## config.mk

```make
export PLATFORM = sky130hd
export DESIGN_NAME = ps2_key_decoder
export DESIGN_NICKNAME = d
export VERILOG_FILES = /design/src/rtl/ps2_key_decoder.sv
export SDC_FILE = /design/constraint.sdc
export NUM_CORES = 1
export LEC_CHECK = 0
export CAP_MARGIN = 10
export CELL_PAD_IN_SITES_DETAIL_PLACEMENT = 1
export CELL_PAD_IN_SITES_GLOBAL_PLACEMENT = 2
export CORE_UTILIZATION = 35
export CTS_CLUSTER_SIZE = 14
export DETAILED_ROUTE_END_ITERATION = 12
export PLACE_DENSITY = 0.76
export SLEW_MARGIN = 20
export SYNTH_ARGS = -nofsm -noshare
export SYNTH_HDL_FRONTEND = slang
export SYNTH_SLANG_ARGS = --single-unit
```

## constraint.sdc

```tcl
create_clock -name clk_i -period 3.58 [get_ports clk_i]
set_input_delay 0.716 -clock clk_i [delete_from_list [all_inputs] [get_ports clk_i]]
set_output_delay 0.716 -clock clk_i [all_outputs]
set_load 0.1 [all_outputs]
```

## src/rtl/ps2_key_decoder.sv

```systemverilog
// PS/2 keyboard front end for the tank game: synchronizes and filters the
// PS/2 lines, receives 11-bit frames, and turns set-2 make/break scancodes
// into level-sensitive key states for both players.
//
// Handshake: byte_valid_o and frame_error_o are single-cycle pulses with no
// ready/back-pressure; the decoder consumes rx_byte in the byte_valid_o cycle.
module ps2_key_decoder #(
    parameter int FILTER_LEN     = 4,
    parameter int TIMEOUT_CYCLES = 50000
) (
    input  logic       clk_i,
    input  logic       reset_i,
    input  logic       ps2_clk_i,
    input  logic       ps2_data_i,
    output logic [3:0] player_1_move_o,
    output logic [3:0] player_2_move_o,
    output logic       player_1_shoot_o,
    output logic       player_2_shoot_o,
    output logic       byte_valid_o,
    output logic       frame_error_o
);

    localparam int FW = $clog2(FILTER_LEN + 1);
    localparam int TW = $clog2(TIMEOUT_CYCLES + 1);

    typedef enum logic {IDLE = 1'b0, RECV = 1'b1} state_t;

    logic [1:0]    clk_sync;
    logic [1:0]    data_sync;
    logic          clk_s;
    logic          data_s;
    logic          filt_clk;
    logic [FW-1:0] filt_cnt;
    logic          fall;

    state_t        state;
    state_t        state_next;
    logic [3:0]    bit_cnt;
    logic [TW-1:0] tcnt;
    logic [10:0]   shreg;
    logic [10:0]   full;
    logic          frame_done;
    logic          timeout;
    logic          good;
    logic [7:0]    rx_byte;
    logic          ext_pend;
    logic          brk_pend;

    assign clk_s  = clk_sync[1];
    assign data_s = data_sync[1];
    // Frame is shifted in from the top, so after 11 edges bit0 sits at [0].
    assign full   = {data_s, shreg[10:1]};
    assign good   = (full[0] == 1'b0) && (full[10] == 1'b1) && (^full[9:1] == 1'b1);

    // Two-flop synchronizers; lines idle high so reset to 1.
    always_ff @(posedge clk_i) begin
        if (reset_i) begin
            clk_sync  <= 2'b11;
            data_sync <= 2'b11;
        end else begin
            clk_sync  <= {clk_sync[0], ps2_clk_i};
            data_sync <= {data_sync[0], ps2_data_i};
        end
    end

    // Glitch filter: level follows only after FILTER_LEN differing samples.
    always_ff @(posedge clk_i) begin
        if (reset_i) begin
            filt_clk <= 1'b1;
            filt_cnt <= '0;
            fall     <= 1'b0;
        end else begin
            fall <= 1'b0;
            if (clk_s == filt_clk) begin
                filt_cnt <= '0;
            end else if (filt_cnt == FW'(FILTER_LEN - 1)) begin
                filt_clk <= clk_s;
                filt_cnt <= '0;
                fall     <= ~clk_s;
            end else begin
                filt_cnt <= filt_cnt + 1'b1;
            end
        end
    end

    // Receiver state register.
    always_ff @(posedge clk_i) begin
        if (reset_i) state <= IDLE;
        else         state <= state_next;
    end

    // Receiver next state: frame completion on the stop edge, abort on timeout.
    always_comb begin
        state_next = state;
        frame_done = 1'b0;
        timeout    = 1'b0;
        case (state)
            IDLE: begin
                if (fall) state_next = RECV;
            end
            RECV: begin
                if (fall && bit_cnt == 4'd10) begin
                    frame_done = 1'b1;
                    state_next = IDLE;
                end else if (!fall && tcnt == TW'(TIMEOUT_CYCLES - 1)) begin
                    timeout    = 1'b1;
                    state_next = IDLE;
                end
            end
            default: state_next = IDLE;
        endcase
    end

    // Receiver datapath: bit counter, shift register, timeout, result pulses.
    always_ff @(posedge clk_i) begin
        if (reset_i) begin
            bit_cnt       <= '0;
            tcnt          <= '0;
            shreg         <= '0;
            rx_byte       <= '0;
            byte_valid_o  <= 1'b0;
            frame_error_o <= 1'b0;
        end else begin
            byte_valid_o  <= 1'b0;
            frame_error_o <= 1'b0;
            if (fall) shreg <= full;
            if (state == IDLE) begin
                tcnt <= '0;
                if (fall) bit_cnt <= 4'd1;
            end else if (frame_done) begin
                bit_cnt <= '0;
                tcnt    <= '0;
                if (good) begin
                    byte_valid_o <= 1'b1;
                    rx_byte      <= full[8:1];
                end else begin
                    frame_error_o <= 1'b1;
                end
            end else if (timeout) begin
                bit_cnt       <= '0;
                tcnt          <= '0;
                shreg         <= '0;
                frame_error_o <= 1'b1;
            end else if (fall) begin
                bit_cnt <= bit_cnt + 4'd1;
                tcnt    <= '0;
            end else begin
                tcnt <= tcnt + 1'b1;
            end
        end
    end

    // Scancode decoder: prefix flags, then (ext, code) lookup sets key = !break.
    always_ff @(posedge clk_i) begin
        if (reset_i) begin
            ext_pend         <= 1'b0;
            brk_pend         <= 1'b0;
            player_1_move_o  <= '0;
            player_2_move_o  <= '0;
            player_1_shoot_o <= 1'b0;
            player_2_shoot_o <= 1'b0;
        end else if (byte_valid_o) begin
            if (rx_byte == 8'hE0) begin
                ext_pend <= 1'b1;
            end else if (rx_byte == 8'hF0) begin
                brk_pend <= 1'b1;
            end else begin
                case ({ext_pend, rx_byte})
                    9'h01C:  player_1_move_o[3] <= ~brk_pend;
                    9'h023:  player_1_move_o[2] <= ~brk_pend;
                    9'h01D:  player_1_move_o[1] <= ~brk_pend;
                    9'h01B:  player_1_move_o[0] <= ~brk_pend;
                    9'h029:  player_1_shoot_o   <= ~brk_pend;
                    9'h05A:  player_2_shoot_o   <= ~brk_pend;
                    9'h16B:  player_2_move_o[3] <= ~brk_pend;
                    9'h174:  player_2_move_o[2] <= ~brk_pend;
                    9'h175:  player_2_move_o[1] <= ~brk_pend;
                    9'h172:  player_2_move_o[0] <= ~brk_pend;
                    default: ;
                endcase
                ext_pend <= 1'b0;
                brk_pend <= 1'b0;
            end
        end
    end

endmodule

```

## Word level (Yosys, flattened, before mapping)

Index checks and enable logic that the tools add are counted.

| cells by class | value |
|---|---|
| add/sub/neg operators | 3 |
| equality and inequality tests | 17 |
| mux-type cells | 25 |
| bitwise logic cells | 9 |
| reduce and logical (&&, ||, !) cells | 28 |

Operators by type and width:

| kind | count |
|---|---|
| 11-bit two-way mux | 4 |
| 4-bit AND reduction | 10 |
| 9-bit == test (second input constant) | 4 |
| 9-bit by 5-bit == test with 1-bit output (second input constant) | 3 |
| 4-bit two-way mux | 5 |
| 9-bit by 6-bit == test with 1-bit output (second input constant) | 2 |
| 16-bit by 1-bit adder with 16-bit output (second input constant) | 1 |
| 16-bit == test (second input constant) | 1 |
| 8-bit == test (second input constant) | 2 |
| 1-bit two-way mux | 15 |
| 9-bit by 7-bit == test with 1-bit output (second input constant) | 1 |
| 1-bit inverter | 9 |
| 3-bit OR reduction | 3 |
| 9-bit parity | 1 |
| 2-bit AND reduction | 4 |
| 5-bit OR reduction | 1 |
| 4-bit by 1-bit adder with 4-bit output (second input constant) | 1 |
| 4-bit == test (second input constant) | 1 |
| 1-bit logical AND | 4 |
| 3-bit by 1-bit adder with 3-bit output (second input constant) | 1 |
| 3-bit by 2-bit == test with 1-bit output (second input constant) | 1 |
| 3-bit AND reduction | 1 |
| 3-bit nonzero test | 1 |
| 2-bit inequality test (second input constant) | 1 |
| 5 further kinds | 5 |

| storage, ports and cells | value |
|---|---|
| register bits after elaboration | 63 |
| output and inout port bits | 12 |

## Depth between registers and ports, before layout

| logic depth | value |
|---|---|
| depth in word-level cells | 8 |
| gate-level depth with buffers | 8 |
| mapped depth without buffers | 6 |

## Worst setup path before layout

Ideal clock, no wire load.

| timing | value |
|---|---|
| path type | reg-to-reg |
| start point | register byte_valid_o |
| end point | register player_1_move_o[1] |
| arrival | 2319 ps |
| slack | 1191 ps |
| cell stages (with the launch flop) | 5 |
| buffers on the path | 0 |
| period minus slack after synthesis | 2389 ps |
| cell sequence | dfxtp_1 -> nand3b_1 -> or3_4 -> or4_1 -> a21oi_1 |

| between the ends | value |
|---|---|
| cells in the longest elaborated chain, start to end | 1 |

RTL lines:

| what | line | source |
|---|---|---|
| from (decl) | 19 | `output logic byte_valid_o,` |
| from (signal assigned) | 121 | `byte_valid_o <= 1'b0;` |
| from (signal assigned) | 124 | `byte_valid_o <= 1'b0;` |
| from (signal assigned) | 134 | `byte_valid_o <= 1'b1;` |
| 4-bit AND reduction (no line) | n/a |  |
| to (signal assigned) | 171 | `9'h01D: player_1_move_o[1] <= ~brk_pend;` |
| to (decl) | 15 | `output logic [3:0] player_1_move_o,` |

Every way passes these cells.
A chain may end at the register's enable or synchronous reset.

## Worst setup path after layout

| timing | value |
|---|---|
| start point | register byte_valid_o |
| end point | output byte_valid_o |

No word-level cell between the ends.

==> run summary <==
In this run the power density over the cells is 394 nW/um^2. Walking the worst path, the cells encountered are clkdlybuf4s50_1. In this run, post-CTS repair resized a total of 0 instances. In the synthesized netlist the dominant register cell turns out to be sky130_fd_sc_hd__dfxtp_1. The die outline width is 93.5 um. In this run, synthesis produced a sequential element count of 62.

The clock transition at the registers of the reported paths works out to 70 ps. The run gives 2121 as the routed via count. In this run the worst path has a maximum fanout of 6. The relative contribution of the clock network to total power is 45.9%.

In this run the most critical hold path is launched from clk_sync[0]. Global routing consumed, over all layers together, 15.2% of the routing resources. For the number of buffers added to fix hold violations after cts, the log shows 0. TritonCTS built the clock tree. The run gives 0 as the final number of hold-violating endpoints. For this run, the post-layout net count is 319. The signal arrival time at the worst endpoint is 1930 ps. In this run the power spent charging and discharging nets is 0.000284 W. The number of antenna violations at the first check in global routing was 0.

The TritonCTS buffer count was 9; the async set-reset flop share out of synthesis was 0%. Setup repair after global routing left no endpoint under its margin. Initial core utilization: 35.9%. Of the total power, combinational logic draws 1.3%.

Setup-violating endpoint count in the final report: 0. The worst hold slack came out at 412 ps. The share of post-route cells with drive strength above 1 is 15.6%. The tree is rooted in a sky130_fd_sc_hd__clkbuf_8. The cell family contributing the most delay on the critical path is buffers and inverters.

The logs give 0 for the final-report max-slew violation count and 350 ps for the clock latency reported for the late side of the worst-skew pair. The wire length of the first global-routing pass is 10100 um, and the count of buffers from port buffering is 15. On the final layout, the worst clock skew is 10.7 ps. For hold timing, the worst endpoint is clk_sync[1].

The worst hold-check path type was flip-flop to flip-flop. After layout, the minimum clock period comes to 2640 ps. For the last weighted congestion value of the routability-driven placer, the log shows 0.716. The internal portion of the total power is 0.00103 W.

By area the synthesized netlist is led by sky130_fd_sc_hd__dfxtp_1 42%, sky130_fd_sc_hd__mux2i_1 8.2%, sky130_fd_sc_hd__nor2_1 5.2%, sky130_fd_sc_hd__or2b_2 4.5%, sky130_fd_sc_hd__xor2_1 3.9%. The total overflow left after global routing is 0. Measured along the y axis, the die boundary spans 93.5 um. At the worst endpoint, the required time is 2860 ps. The number of nets handed over by synthesis was 306. The reg-to-reg startpoint is fall. The met1 routing resource usage after global routing came out at 17.5%. In this run the remaining antenna-violating nets after routing total 0. The number of placement rows came out at 33. In this run, synthesis inferred 0 flip-flops with an integrated enable. The count of cells along the worst hold path came out at 1.

The tools report the number of inserted diodes as 0. Summed over all instances, the cell type with the most area after synthesis is sky130_fd_sc_hd__dfxtp_1. In this run the critical register-to-register path is captured at rx_byte[3]. Summed over all layers, the routed wires come to 5780 um.

The global-route layer with the greatest usage is met2. The switching power share of the total is 21.6%. The count of boundary I/O pins was 16. For this run, the slowest stage of the critical path takes 1160 ps. The worst setup path is captured at an output pin. The logs give 25.7% for the met2 routing resource usage after global routing and 54 for the count of different cell masters after synthesis. Total of max-cap violations: 0. For met3 alone, demand over resource in global routing was 3.74%.

STA classifies the critical path startpoint as a flip-flop. For the sequential cell area fraction in the yosys report, the log shows 42.3%. The core region is 8180 sq um.

Dividing the final minimum period by the clock period gives 73.9%. Area fraction of the dominant cell type after synthesis: 42.3%. The routed length per placed instance was 13.8 um. The buffers plus inverters on the worst setup path is 1, and the post-CTS setup-driven buffer insertion count is 0. The tools report the via count of the first global-routing pass as 2175.

The run gives 62 as the number of clock sinks. Headroom to the max-slew limit came out at 34.9%. Entering global routing, the biggest net connects 42 pins. The tools report the flop-to-flop setup slack as 1350 ps.

Timing would allow up to 0.378 GHz. Summing every instance area after synthesis gives 2930 sq um. The half-perimeter wire length of the detailed placement result is 4060 um. The critical path is of the flip-flop to output pin type. In this run, flip-flops and latches consume 52.7% of the power. The measured slew at the worst slew-check pin is 973 ps. Compared with the post-synthesis result, the final layout area differs by 13.6%. The total chip power is 0.00131 W. During synthesis, Yosys emitted a total of 0 warnings.

Depth of the CTS H-tree: 3. The longest clock path from root to sink contains 2 buffers. For the total negative setup slack, the log shows 0 ps. Among all stages on the critical path, the largest delay is contributed by sky130_fd_sc_hd__clkdlybuf4s50_1.

After synthesis, the mean cell area works out to 9.87 sq um. For this run, design rule violations remaining after detail routing come to 0. The detail-routed via count per cell is 5.06, and the overall die area is 8750 sq um.

Across the VDD grid, the largest voltage drop is 0.198 mV. The leakage power was 1.16 nW. The run gives 61 as the violation count after the first detailed-route iteration.

The flow ran to the end, and the final reports show no timing, DRC or antenna violations. The depth of the most critical reg-to-reg path is 4. The pre-antenna-repair detailed-routing pass consisted of 4 iterations. For the cell count after synthesis, the log shows 297. For the utilization of the core after routing, the log shows 40.8%.
## cell families after synthesis
family | Yosys count | share of synthesized area [%]
xor gates and xnor gates | 20 | 7.08
muxes | 25 | 8.96
and+or+nand+nor | 139 | 30.2
buffers and inverters | 22 | 3.67
DFF | 62 | 42.3
adders and majority gates | 5 | 2.13
AOI/OAI and AO/OA | 24 | 5.63
## final cells by class
type                       instances  area [sq um]
clock buffer                      10           138
clock inverter                     5          50.0
fill                             955          4840
inverter                           8          30.0
multi-input combinational        213          1580
sequential                        62          1240
tap                              105           131
timing repair buffer              16           158
## worst max path at each step
stage	endpoint	startpoint	cells after the start	slack, ps
floorplan	player_1_move_o[1]	byte_valid_o	4	1190
global placement	byte_valid_o	byte_valid_o	1	1310
detailed placement	tcnt[15]	reset_i	3	1280
CTS	byte_valid_o	byte_valid_o	1	920
global route	byte_valid_o	byte_valid_o	1	850
finish	byte_valid_o	byte_valid_o	1	940
## registers in the layout (all words and copies together) (netlist names), 2 cells and up
name	cells
filt_cnt	3
data_sync	2
bit_cnt	4
player_1_move_o	4
tcnt	16
shreg	10
clk_sync	2
rx_byte	8
player_2_move_o	4
## layer usage
layer  part of all wire [%]  vias to the layer above
li1                       -                     1070
met4                    2.5                        0
met5                      0                        -
met1                     47                     1021
met2                     48                       17
met3                    2.3                       13
## synth_stat cells (4+ instances only)
cell	count
sky130_fd_sc_hd__dfxtp_1	62
sky130_fd_sc_hd__nor2_1	41
sky130_fd_sc_hd__mux2i_1	24
sky130_fd_sc_hd__or2b_2	15
sky130_fd_sc_hd__xor2_1	13
sky130_fd_sc_hd__nand3_1	9
sky130_fd_sc_hd__nand4_1	9
sky130_fd_sc_hd__inv_1	8
sky130_fd_sc_hd__a21oi_1	7
sky130_fd_sc_hd__clkbuf_1	7
sky130_fd_sc_hd__nand2_1	7
sky130_fd_sc_hd__nor4_1	6
sky130_fd_sc_hd__ha_1	5
sky130_fd_sc_hd__nand2b_1	5
sky130_fd_sc_hd__o21ai_0	5
sky130_fd_sc_hd__or2_2	5
sky130_fd_sc_hd__xnor2_1	5
sky130_fd_sc_hd__nor3_1	4
sky130_fd_sc_hd__or3_1	4
## power groups by stage
stage	Combinational (W)	Clock [W]	Sequential (W)
global placement	0.0000178	0	0.000709
floorplan	0.0000124	0	0.000708
detailed placement	0.0000180	0	0.000709
CTS	0.0000180	0.000626	0.000693
global route	0.0000200	0.000656	0.000693
finish	0.0000176	0.000604	0.000693
## placed cells by master (no fill, tap or decap), drive strengths merged, types with 4 or more instances in the layout
master	count
dfxtp	62
nor2	41
mux2i	25
or2b	16
clkdlybuf4s50	15
xor2	13
clkbuf	10
nand3	9
nand4	9
inv	8
nor4	8
nand2	7
a21oi	7
or2	6
xnor2	5
o21ai	5
nand2b	5
ha	5
or3	5
nor3	4
clkinv	4
nand4b	4
## stage by stage
step / instances / cell area [sq um] / setup slack (ps)
after floorplan: 297 / 2930 / 1190
after global placement: 404 / 3140 / 1310
after detailed placement: 404 / 3140 / 1280
after CTS: 419 / 3330 / 923
after global routing: 419 / 3330 / 854
final: 419 / 3330 / 936
No activity file was read; power rests on OpenSTA's default activity.
==> patch, RTL diff (config.mk and constraints unchanged) <==
Register the output `frame_error_o` once more, with the module's reset; this adds one clock of latency there. The other outputs are not delayed to match. Comments in the files are not updated.
--- a/src/rtl/ps2_key_decoder.sv
+++ b/src/rtl/ps2_key_decoder.sv
@@ -24,6 +24,8 @@
     localparam int TW = $clog2(TIMEOUT_CYCLES + 1);
 
     typedef enum logic {IDLE = 1'b0, RECV = 1'b1} state_t;
+
+    logic frame_error_s0;
 
     logic [1:0]    clk_sync;
     logic [1:0]    data_sync;
@@ -119,10 +121,10 @@
             shreg         <= '0;
             rx_byte       <= '0;
             byte_valid_o  <= 1'b0;
-            frame_error_o <= 1'b0;
+            frame_error_s0 <= 1'b0;
         end else begin
             byte_valid_o  <= 1'b0;
-            frame_error_o <= 1'b0;
+            frame_error_s0 <= 1'b0;
             if (fall) shreg <= full;
             if (state == IDLE) begin
                 tcnt <= '0;
@@ -134,13 +136,13 @@
                     byte_valid_o <= 1'b1;
                     rx_byte      <= full[8:1];
                 end else begin
-                    frame_error_o <= 1'b1;
+                    frame_error_s0 <= 1'b1;
                 end
             end else if (timeout) begin
                 bit_cnt       <= '0;
                 tcnt          <= '0;
                 shreg         <= '0;
-                frame_error_o <= 1'b1;
+                frame_error_s0 <= 1'b1;
             end else if (fall) begin
                 bit_cnt <= bit_cnt + 4'd1;
                 tcnt    <= '0;
@@ -184,5 +186,13 @@
         end
     end
 
+    always_ff @(posedge clk_i) begin
+        if (reset_i) begin
+            frame_error_o <= '0;
+        end else begin
+            frame_error_o <= frame_error_s0;
+        end
+    end
+
 endmodule
 
Function: no difference found for any inputs over 10 cycles, from zero or initial values and one cycle with reset_i high; that may be too few to reach the edited logic, so the function may still have changed.
==> patch against the original RTL <==
  * Sequential cell count up 1
  * Largest cell class unchanged
  * Via count grew 1.3%
  * Sequential share of layout area grew 0.95 points
  * Setup slack gained 0.00065 ns
  * Clock power is 1% lower
  * Routed wire length is 4.0% higher
  * Sequential power is 2% higher
  * Synthesized area fell by 1.7%
  * Register-to-register slack better by 0.26 ns
  * Power increased by 0.45%
  * Design area fell by 0.90%
  * Cell count is the same
  * Largest power group unchanged
  * Die area is 1.6% lower
==> patch: results (changes against the original RTL) <==
[metrics] pre-CTS setup slack: 1.30 ns (+0.0231 ns)
[metrics] metal2 WL: 2600 microns (-7.3%)
[metrics] Synth Area in Adders: 2.17% (+0.036 points)
[metrics] static leakage: 1.17 nW (+0.73%)
[metrics] area occupied by registers: 0.00126 sq mm (+1.6%)
[metrics] power in the clock group: 0.000596 W (-1%)
[metrics] share of cell area taken by muxes after synthesis: 10.5% (+1.5 points)
[metrics] leading cell types by total area after synthesis: sky130_fd_sc_hd__dfxtp_1 44%, sky130_fd_sc_hd__mux2i_1 9.7%, sky130_fd_sc_hd__nor2_1 6.1%
[metrics] Repair and plain buffers: 17 (+1)
[metrics] Multi-input gate area: 0.00152 sq mm (-3.8%)
[metrics] met1 layer usage reported by global route: 21.4% (+3.9 points)
[metrics] Synth Area in XOR/XNOR: 6.77% (-0.31 points)
[metrics] final-layout non-clock buffer area share: 5.00% (+0.27 points)
[metrics] share of cells above drive strength 1: 10.1% (-5.5 points)
[metrics] Cell Area, Synth: 0.00288 sq mm (-1.7%)
[metrics] via count of the first global-routing pass: 2157 (-0.83%)
[metrics] number of vias after detailed routing: 2149 (+1.3%)
[metrics] worst slew pin tran: 0.973 ns (-0.000204 ns)
[metrics] run status: completed
[metrics] area added between synthesis and finish: 14.5%
[metrics] placer's final routability congestion estimate: 0.654 (-8.7%)
[metrics] top post-synthesis cells by count: 63 x sky130_fd_sc_hd__dfxtp_1, 47 x sky130_fd_sc_hd__nor2_1, 28 x sky130_fd_sc_hd__mux2i_1, 18 x sky130_fd_sc_hd__nand2b_1, 10 x sky130_fd_sc_hd__nand4_1
[metrics] Post-DP Area: 0.00311 sq mm (-1.2%)
[metrics] clock latency reported for the late side of the worst-skew pair: 0.33 ns (-0.02 ns)
[metrics] Max rail drop VDD: 175 uV (-12%)
[metrics] post-route minimum period: 2.64 ns (-0.000652 ns)
[metrics] TritonCTS Sinks: 63 (+1.6%)
[metrics] Layout Nets: 321 (+0.63%)
[metrics] clock buffer count: 13 (+3)
[metrics] Net Switching: 0.000284 W (about the same)
[metrics] share of synthesized area occupied by flip-flops and latches: 43.7% (+1.4 points)
[metrics] clock network share of area: 5.87% (+0.24 points)
[metrics] post-layout power: 0.00132 W (+0.45%)
[metrics] 1st-iter DRT viols: 81 (+33%)
[metrics] origin of the critical flop-to-flop path: tcnt[4]
[metrics] Post-Route WL: 6010 microns (+4.0%)
[metrics] largest net degree at the start of global routing: 43 (+2.4%)
[metrics] relative contribution of sequential cells to total power: 53.3% (+0.6 points)
[metrics] share of the synthesized area in compound gates (AO/OA/AOI/OAI): 4.64% (-0.99 points)
[metrics] HPWL after detailed placement: 4060 microns (about the same)
[metrics] library cells used by synthesis: 49 (-9.3%)
[patch: cell count changes in the layout (fill, tap and decap cells not counted), moves of 2 or more]
cell                       unedited run  this run
sky130_fd_sc_hd__nor3b_1              3         1
sky130_fd_sc_hd__nand2b_1             5        18
sky130_fd_sc_hd__o31ai_1              2         0
sky130_fd_sc_hd__mux2i_1             24        28
sky130_fd_sc_hd__or4_1                3         1
sky130_fd_sc_hd__clkbuf_8            10        13
sky130_fd_sc_hd__or2b_2              15         0
sky130_fd_sc_hd__nor2b_1              1         4
sky130_fd_sc_hd__nor2_1              41        47
sky130_fd_sc_hd__a21oi_1              7         4
sky130_fd_sc_hd__and2_1               2         0
sky130_fd_sc_hd__xor2_1              13         8
sky130_fd_sc_hd__nor4bb_1             3         5
sky130_fd_sc_hd__xnor2_1              5         9
